===== src/rtl/clk_divider_bank.sv =====
// Bank of NUM_CH independent square-wave generators derived from clk_50MHz.
// Each channel has a shadowed half-period register, an enable, a complementary output and a rise tick.
module clk_divider_bank #(
  parameter int unsigned NUM_CH       = 4,
  parameter int unsigned CNT_W        = 26,
  parameter int unsigned DEFAULT_HALF = 24_999_999
) (
  input  logic              clk_50MHz,
  input  logic              rst_n,
  input  logic [NUM_CH-1:0] ch_en,
  input  logic              wr_en,
  input  logic [3:0]        wr_ch,
  input  logic [CNT_W-1:0]  wr_half,
  input  logic              phase_sync,
  output logic [NUM_CH-1:0] clk_out,
  output logic [NUM_CH-1:0] not_clk_out,
  output logic [NUM_CH-1:0] tick
);

  localparam logic [CNT_W-1:0] HALF_RST = CNT_W'(DEFAULT_HALF);

  typedef enum logic {
    IDLE = 1'b0,
    RUN  = 1'b1
  } state_t;

  for (genvar i = 0; i < int'(NUM_CH); i++) begin : g_ch
    state_t           st, st_nxt;
    logic [CNT_W-1:0] cnt, cnt_nxt;
    logic [CNT_W-1:0] act_half, act_half_nxt;
    logic [CNT_W-1:0] pend_half, pend_half_nxt;
    logic             pend_valid, pend_valid_nxt;
    logic             clk_q, clk_nxt;
    logic             tick_q, tick_nxt;
    logic             wr_hit;
    logic             term;

    // Out-of-range channel indices match no channel and are dropped.
    assign wr_hit = wr_en && (wr_ch == 4'(i));
    assign term   = (cnt == act_half);

    always_ff @(posedge clk_50MHz or negedge rst_n) begin
      if (!rst_n) begin
        st <= IDLE;
      end else begin
        st <= st_nxt;
      end
    end

    always_comb begin
      st_nxt = st;
      case (st)
        IDLE:    if (ch_en[i])  st_nxt = RUN;
        RUN:     if (!ch_en[i]) st_nxt = IDLE;
        default: st_nxt = IDLE;
      endcase
    end

    // Next-value logic; phase_sync outranks terminal count, enable handling is unaffected.
    always_comb begin
      cnt_nxt        = cnt;
      clk_nxt        = clk_q;
      tick_nxt       = 1'b0;
      act_half_nxt   = act_half;
      pend_half_nxt  = pend_half;
      pend_valid_nxt = pend_valid;

      if (wr_hit) begin
        pend_half_nxt  = wr_half;
        pend_valid_nxt = 1'b1;
      end

      if (phase_sync) begin
        cnt_nxt = '0;
        clk_nxt = 1'b0;
        if (wr_hit) begin
          act_half_nxt   = wr_half;
          pend_valid_nxt = 1'b0;
        end else if (pend_valid) begin
          act_half_nxt   = pend_half;
          pend_valid_nxt = 1'b0;
        end
      end else begin
        case (st_nxt)
          IDLE: begin
            cnt_nxt = '0;
            clk_nxt = 1'b0;
            if (pend_valid) begin
              act_half_nxt   = pend_half;
              pend_valid_nxt = wr_hit;
            end
          end
          RUN: begin
            if (term) begin
              cnt_nxt  = '0;
              clk_nxt  = ~clk_q;
              tick_nxt = ~clk_q;
              // A write landing on the boundary skips the shadow register.
              if (wr_hit) begin
                act_half_nxt   = wr_half;
                pend_valid_nxt = 1'b0;
              end else if (pend_valid) begin
                act_half_nxt   = pend_half;
                pend_valid_nxt = 1'b0;
              end
            end else begin
              cnt_nxt = cnt + CNT_W'(1);
            end
          end
          default: begin
            cnt_nxt = '0;
            clk_nxt = 1'b0;
          end
        endcase
      end
    end

    always_ff @(posedge clk_50MHz or negedge rst_n) begin
      if (!rst_n) begin
        cnt        <= '0;
        clk_q      <= 1'b0;
        tick_q     <= 1'b0;
        act_half   <= HALF_RST;
        pend_half  <= HALF_RST;
        pend_valid <= 1'b0;
      end else begin
        cnt        <= cnt_nxt;
        clk_q      <= clk_nxt;
        tick_q     <= tick_nxt;
        act_half   <= act_half_nxt;
        pend_half  <= pend_half_nxt;
        pend_valid <= pend_valid_nxt;
      end
    end

    // Complement kept in its own flop so both outputs come straight from registers.
    always_ff @(posedge clk_50MHz or negedge rst_n) begin
      if (!rst_n) begin
        not_clk_out[i] <= 1'b1;
      end else begin
        not_clk_out[i] <= ~clk_nxt;
      end
    end

    assign clk_out[i] = clk_q;
    assign tick[i]    = tick_q;
  end

endmodule


===== config.mk =====
export PLATFORM = sky130hd
export DESIGN_NAME = clk_divider_bank
export DESIGN_NICKNAME = d
export VERILOG_FILES = /design/src/rtl/clk_divider_bank.sv
export SDC_FILE = /design/constraint.sdc
export NUM_CORES = 1
export LEC_CHECK = 0
export BUFFER_PORTS_ARGS = -buffer_cell sky130_fd_sc_hd__buf_2
export CAP_MARGIN = 5
export CORE_MARGIN = 2
export CORE_UTILIZATION = 65
export DETAILED_ROUTE_END_ITERATION = 6
export GPL_ROUTABILITY_DRIVEN = 0
export PLACE_DENSITY_LB_ADDON = 0.05
export SYNTH_ARGS = -nofsm -noshare
export SYNTH_HDL_FRONTEND = slang
export SYNTH_SLANG_ARGS = --single-unit

===== constraint.sdc =====
create_clock -name clk_50MHz -period 4.85 [get_ports clk_50MHz]
set_input_delay 0.2425 -clock clk_50MHz [delete_from_list [all_inputs] [get_ports clk_50MHz]]
set_output_delay 0.2425 -clock clk_50MHz [all_outputs]
set_load 0.05 [all_outputs]

Yosys cells after proc, flatten, opt, wreduce, memory -nomap -nowiden
Cells that the tools add are included.

word-level totals
  flip-flop bits (word level) = 328
  output and inout bits = 12

operators by class
  add/sub/neg operators = 4
  reductions and logical operators = 5
  equal/unequal tests = 11
  bitwise logic cells = 12
  muxes and demuxes = 88

operators by type and width
  operator               count
  $mux 26                24
  $pmux 26 s2            8
  $add 26x1->26 const B  4
  $eq 26x26->1           4
  $mux 1                 48
  $pmux 1 s2             8
  $ne 3x2->1 const B     4
  $not 1->1              12
  $eq 4x2->1 const B     2
  $eq 4x1->1 const B     1
  $logic_and 1x1->1      4
  $logic_not 4->1        1

Depth between registers and ports, before layout
  word-level depth = 8
  depth in mapped cells = 8

Worst setup path after synthesis
Ideal clock, no wire load.

  path kind = reg2reg
  start point = reg g_ch[1].cnt[2]
  end point = reg g_ch[1].act_half[15]
  required time = 4,723 ps
  path slack = 2,808 ps
  path buffers = 3
  arrival time = 1,915 ps
  library setup time = 127 ps
  cell stages (with the launch flop) = 9
  path through = dfrtp_1 -> buf_6 -> xor2_1 -> nor4_2 -> nand4_2 -> o31a_1 -> buf_2 -> buf_2 -> o32a_2

on the way
  cells in the longest elaborated chain, start to end = 2

RTL lines
  element                 line  text
  start, declared         29    logic [CNT_W-1:0] cnt, cnt_nxt;
  start signal, assigned  127   cnt <= cnt_nxt;
  $eq 26x26->1            40    assign term = (cnt == act_half);
  $ne 3x2->1 (no line)    -
  end signal, assigned    130   act_half <= act_half_nxt;
  end, declared           30    logic [CNT_W-1:0] act_half, act_half_nxt;

No other way between the ends.
A chain may end at the register's enable or synchronous reset.

Worst setup path after layout
  start point = reg g_ch[0].pend_valid
  end point = reg g_ch[0].act_half[0]

on the way
  cells in the longest elaborated chain, start to end = 5

RTL lines
  element                 line  text
  start, declared         32    logic pend_valid, pend_valid_nxt;
  start signal, assigned  132   pend_valid <= pend_valid_nxt;
  $mux 26 (*)             -
  $mux 26 (2 in a row)    -
  $pmux 26 s2             -
  $mux 26 (*)             -
  end signal, assigned    130
  end, declared           30

Every way passes the cells marked *; elsewhere a longest branch is shown, timed or not. The select of a mux whose other input is x is not followed.

==> flow_metrics.tcl <==
set metrics [dict create \
    hold_class "input port to flop" \
    ys_warn_count 0 \
    synthFlopType "dfrtp_1" \
    worstMarginPinSlew_ns 1.16 \
    period_share 0.547 \
    initial_utilization 0.657 \
    io_pins 50 \
    powerDensity_nw_per_um2 426 \
    hp-start "wr_half[12]" \
    synth_edf_count 0 \
    wl_per_cell_um 18.9 \
    synthTopCellsByArea "dfrtp_1, dfstp_2, xor2_1" \
    clk-insertion-delay-late_ns 0.53 \
    leakagePower_nw 7.45 \
    area_delta_synth_final_pct 8.87 \
    synth_top_area_frac 0.287 \
    setup_ws_ns 2.20 \
    antenna_cells 0 \
    die-width_um 163 \
    seq_area_um2 8380 \
    max_slew_margin 0.225 \
    ys_async_sr_fraction 1.00 \
    grt_usage 0.288 \
    setup_tns_ns 0 \
    dieHeight_um 163 \
    via_count 11737 \
    status "complete, no violations" \
    worstReg2RegStart "g_ch[0].pend_valid" \
    cp.required_ns 5.31 \
    drv_slew 0 \
    ys_top_cells_by_count "nor2_1, dfrtp_1, dfstp_2, xor2_1, inv_1" \
    critPathMaxFanout 28 \
    drc 0 \
    antenna_found_initial 0 \
    synthDistinctLibCells 47 \
    port_buffers 49 \
    syn_avg_cell_area_um2 10.1 \
    yosys.area.top_type "dfrtp_1" \
    cp-end-kind "flop" \
    synth_fp_nets 1672 \
    grt_max_degree 124 \
    synthesis.area_um2 16400 \
    grt_pass1_wl_um 60900 \
    clk_pin_slew_ns 0.07 \
    drtIter0Drc 1032 \
    startpoint_type "flop" \
    cts_sinks 328 \
    synthCells 1626 \
    final_nets 1654 \
    nFillCells 1876 \
    drv_cap 0 \
    cts_buffer_depth 3 \
    cts_made_buffers 36 \
    synth.most_common_cell "nor2_1" \
    grt-ovfl-total 0 \
    final_antenna_net_count 0 \
    cts_tree "done" \
    wl_um 37200 \
    rsz0062_at_grt "no" \
    multi_input_area_um2 6960 \
    maxClockFrequency_ghz 0.377 \
    worstSetupPathType "flop to flop" \
    firstDrtPassIters 7 \
    crit_path_start "g_ch[0].pend_valid" \
    htree_num_levels 2 \
    coreArea_um2 25000 \
    setup_viol 0 \
    finalClockSkew_ns 0.0262 \
    ys_ff_latch 328 \
    layout_min_cycle_time_ns 2.65 \
    arrival_ns 3.12 \
    ys_seq_area_frac 0.511 \
    cts-root-buf "clkbuf_16" \
    hpwl_um 24500 \
    hold_viol_final 0 \
    rows 58 \
    ir_worst_vdd_mv 0.338 \
    whs_ns 0.0416 \
    grt_pass1_vias 11330 \
    drive_above_1_share 0.208 \
    dp_slack_ns 2.16 \
    fp.dieArea_um2 26500 \
    cts_resized 0 \
    vias_per_cell 5.97 \
]
## critical path: stages, from the launching register on
cell and delay (ns):
dfrtp_1 0.89, a21oi_1 0.14, or4_1 0.45, nor2_2 0.82, o32a_1 0.29
## where the power goes
group          switching, mW  total, mW  leakage [nW]  internal, mW
Combinational          0.496       1.09          2.96         0.593
Clock                   1.08       2.68         0.559          1.60
Sequential             0.345       3.83          3.94          3.48
Total                   1.93       7.60          7.45          5.67
## kinds of logic (layout without fill, tap and decap cells)
| logic type | Yosys count | after routing | synth area share |
|---|---|---|---|
| AOI/OAI and AO/OA | 282 | 282 | 0.131 |
| xor gates and xnor gates | 200 | 200 | 0.107 |
| and+or+nand+nor | 501 | 501 | 0.145 |
| muxes | 52 | 52 | 0.0357 |
| adders and majority gates | 8 | 8 | 0.00610 |
| buffers and inverters | 255 | 265 | 0.0648 |
| DFF | 328 | 328 | 0.511 |
## cell usage in the layout, fill, tap and decap left out, types with 18 or more instances in the layout
cell / synthesis / routed
buf_2: 18 / 48
o32a_1: 89 / 89
nor3_1: 18 / 18
dfrtp_1: 188 / 188
xor2_1: 126 / 126
nand3_1: 35 / 35
dfstp_2: 140 / 140
mux2_2: 52 / 52
inv_1: 124 / 124
o21ai_0: 52 / 52
a31oi_1: 104 / 104
buf_4: 8 / 20
nor2_1: 232 / 232
nand2_1: 91 / 91
nand4_1: 37 / 37
xnor2_1: 74 / 74
nor4_1: 27 / 27
clkbuf_16: 0 / 38
## final timing paths
kind | slack [ns] | to | depth (start not counted)
min | 0.04 | g_ch[0].pend_half[12] | 3
min reg2reg | 0.50 | g_ch[1].pend_half[11] | 2
max reg2reg | 2.20 | g_ch[0].act_half[0] | 4
max in group asynchronous | 3.34 | g_ch[1].cnt[3] | 3
max | 2.20 | g_ch[0].act_half[0] | 4
min in group asynchronous | 0.35 | g_ch[3].cnt[20] | 2
## timing repair
action,CTS,global route
buffers inserted,0,0
hold buffers,5,0
hold endpoints to repair,43,0
## final cells by class
cell class                      instances  area share
Multi-Input combinational cell       1043       0.390
Tap cell                              330      0.0231
Timing Repair Buffer                   75      0.0266
Clock buffer                           61      0.0615
Sequential cell                       328       0.470
Clock inverter                          5     0.00336
Inverter                              124      0.0261
## per-stage QoR
stage / util / power, mW / instance area, um2 / cells
2_1_floorplan: - / 4.61 / 16400 / 1626
3_3_place_gp: 0.667 / 4.90 / 16600 / 1895
3_5_place_dp: 0.667 / 4.95 / 16600 / 1895
4_1_cts: 0.715 / 7.65 / 17900 / 1966
5_1_grt: 0.715 / 7.94 / 17900 / 1966
6_report: 0.715 / 7.60 / 17900 / 1966
## state kept, by name, summed over array words and instances (netlist names)
name,count
g_ch.act_half,104
not_clk_out,4
g_ch.cnt,104
g_ch.pend_half,104
g_ch.clk_q,4
g_ch.tick_q,4
g_ch.pend_valid,4
## metal layers
layer,GRT usage,part of all wire
met1,0.424,0.46
met2,0.448,0.47
met5,0,0
met4,0.0925,0.028
met3,0.0392,0.040
Power figures use the tool's default switching activity.
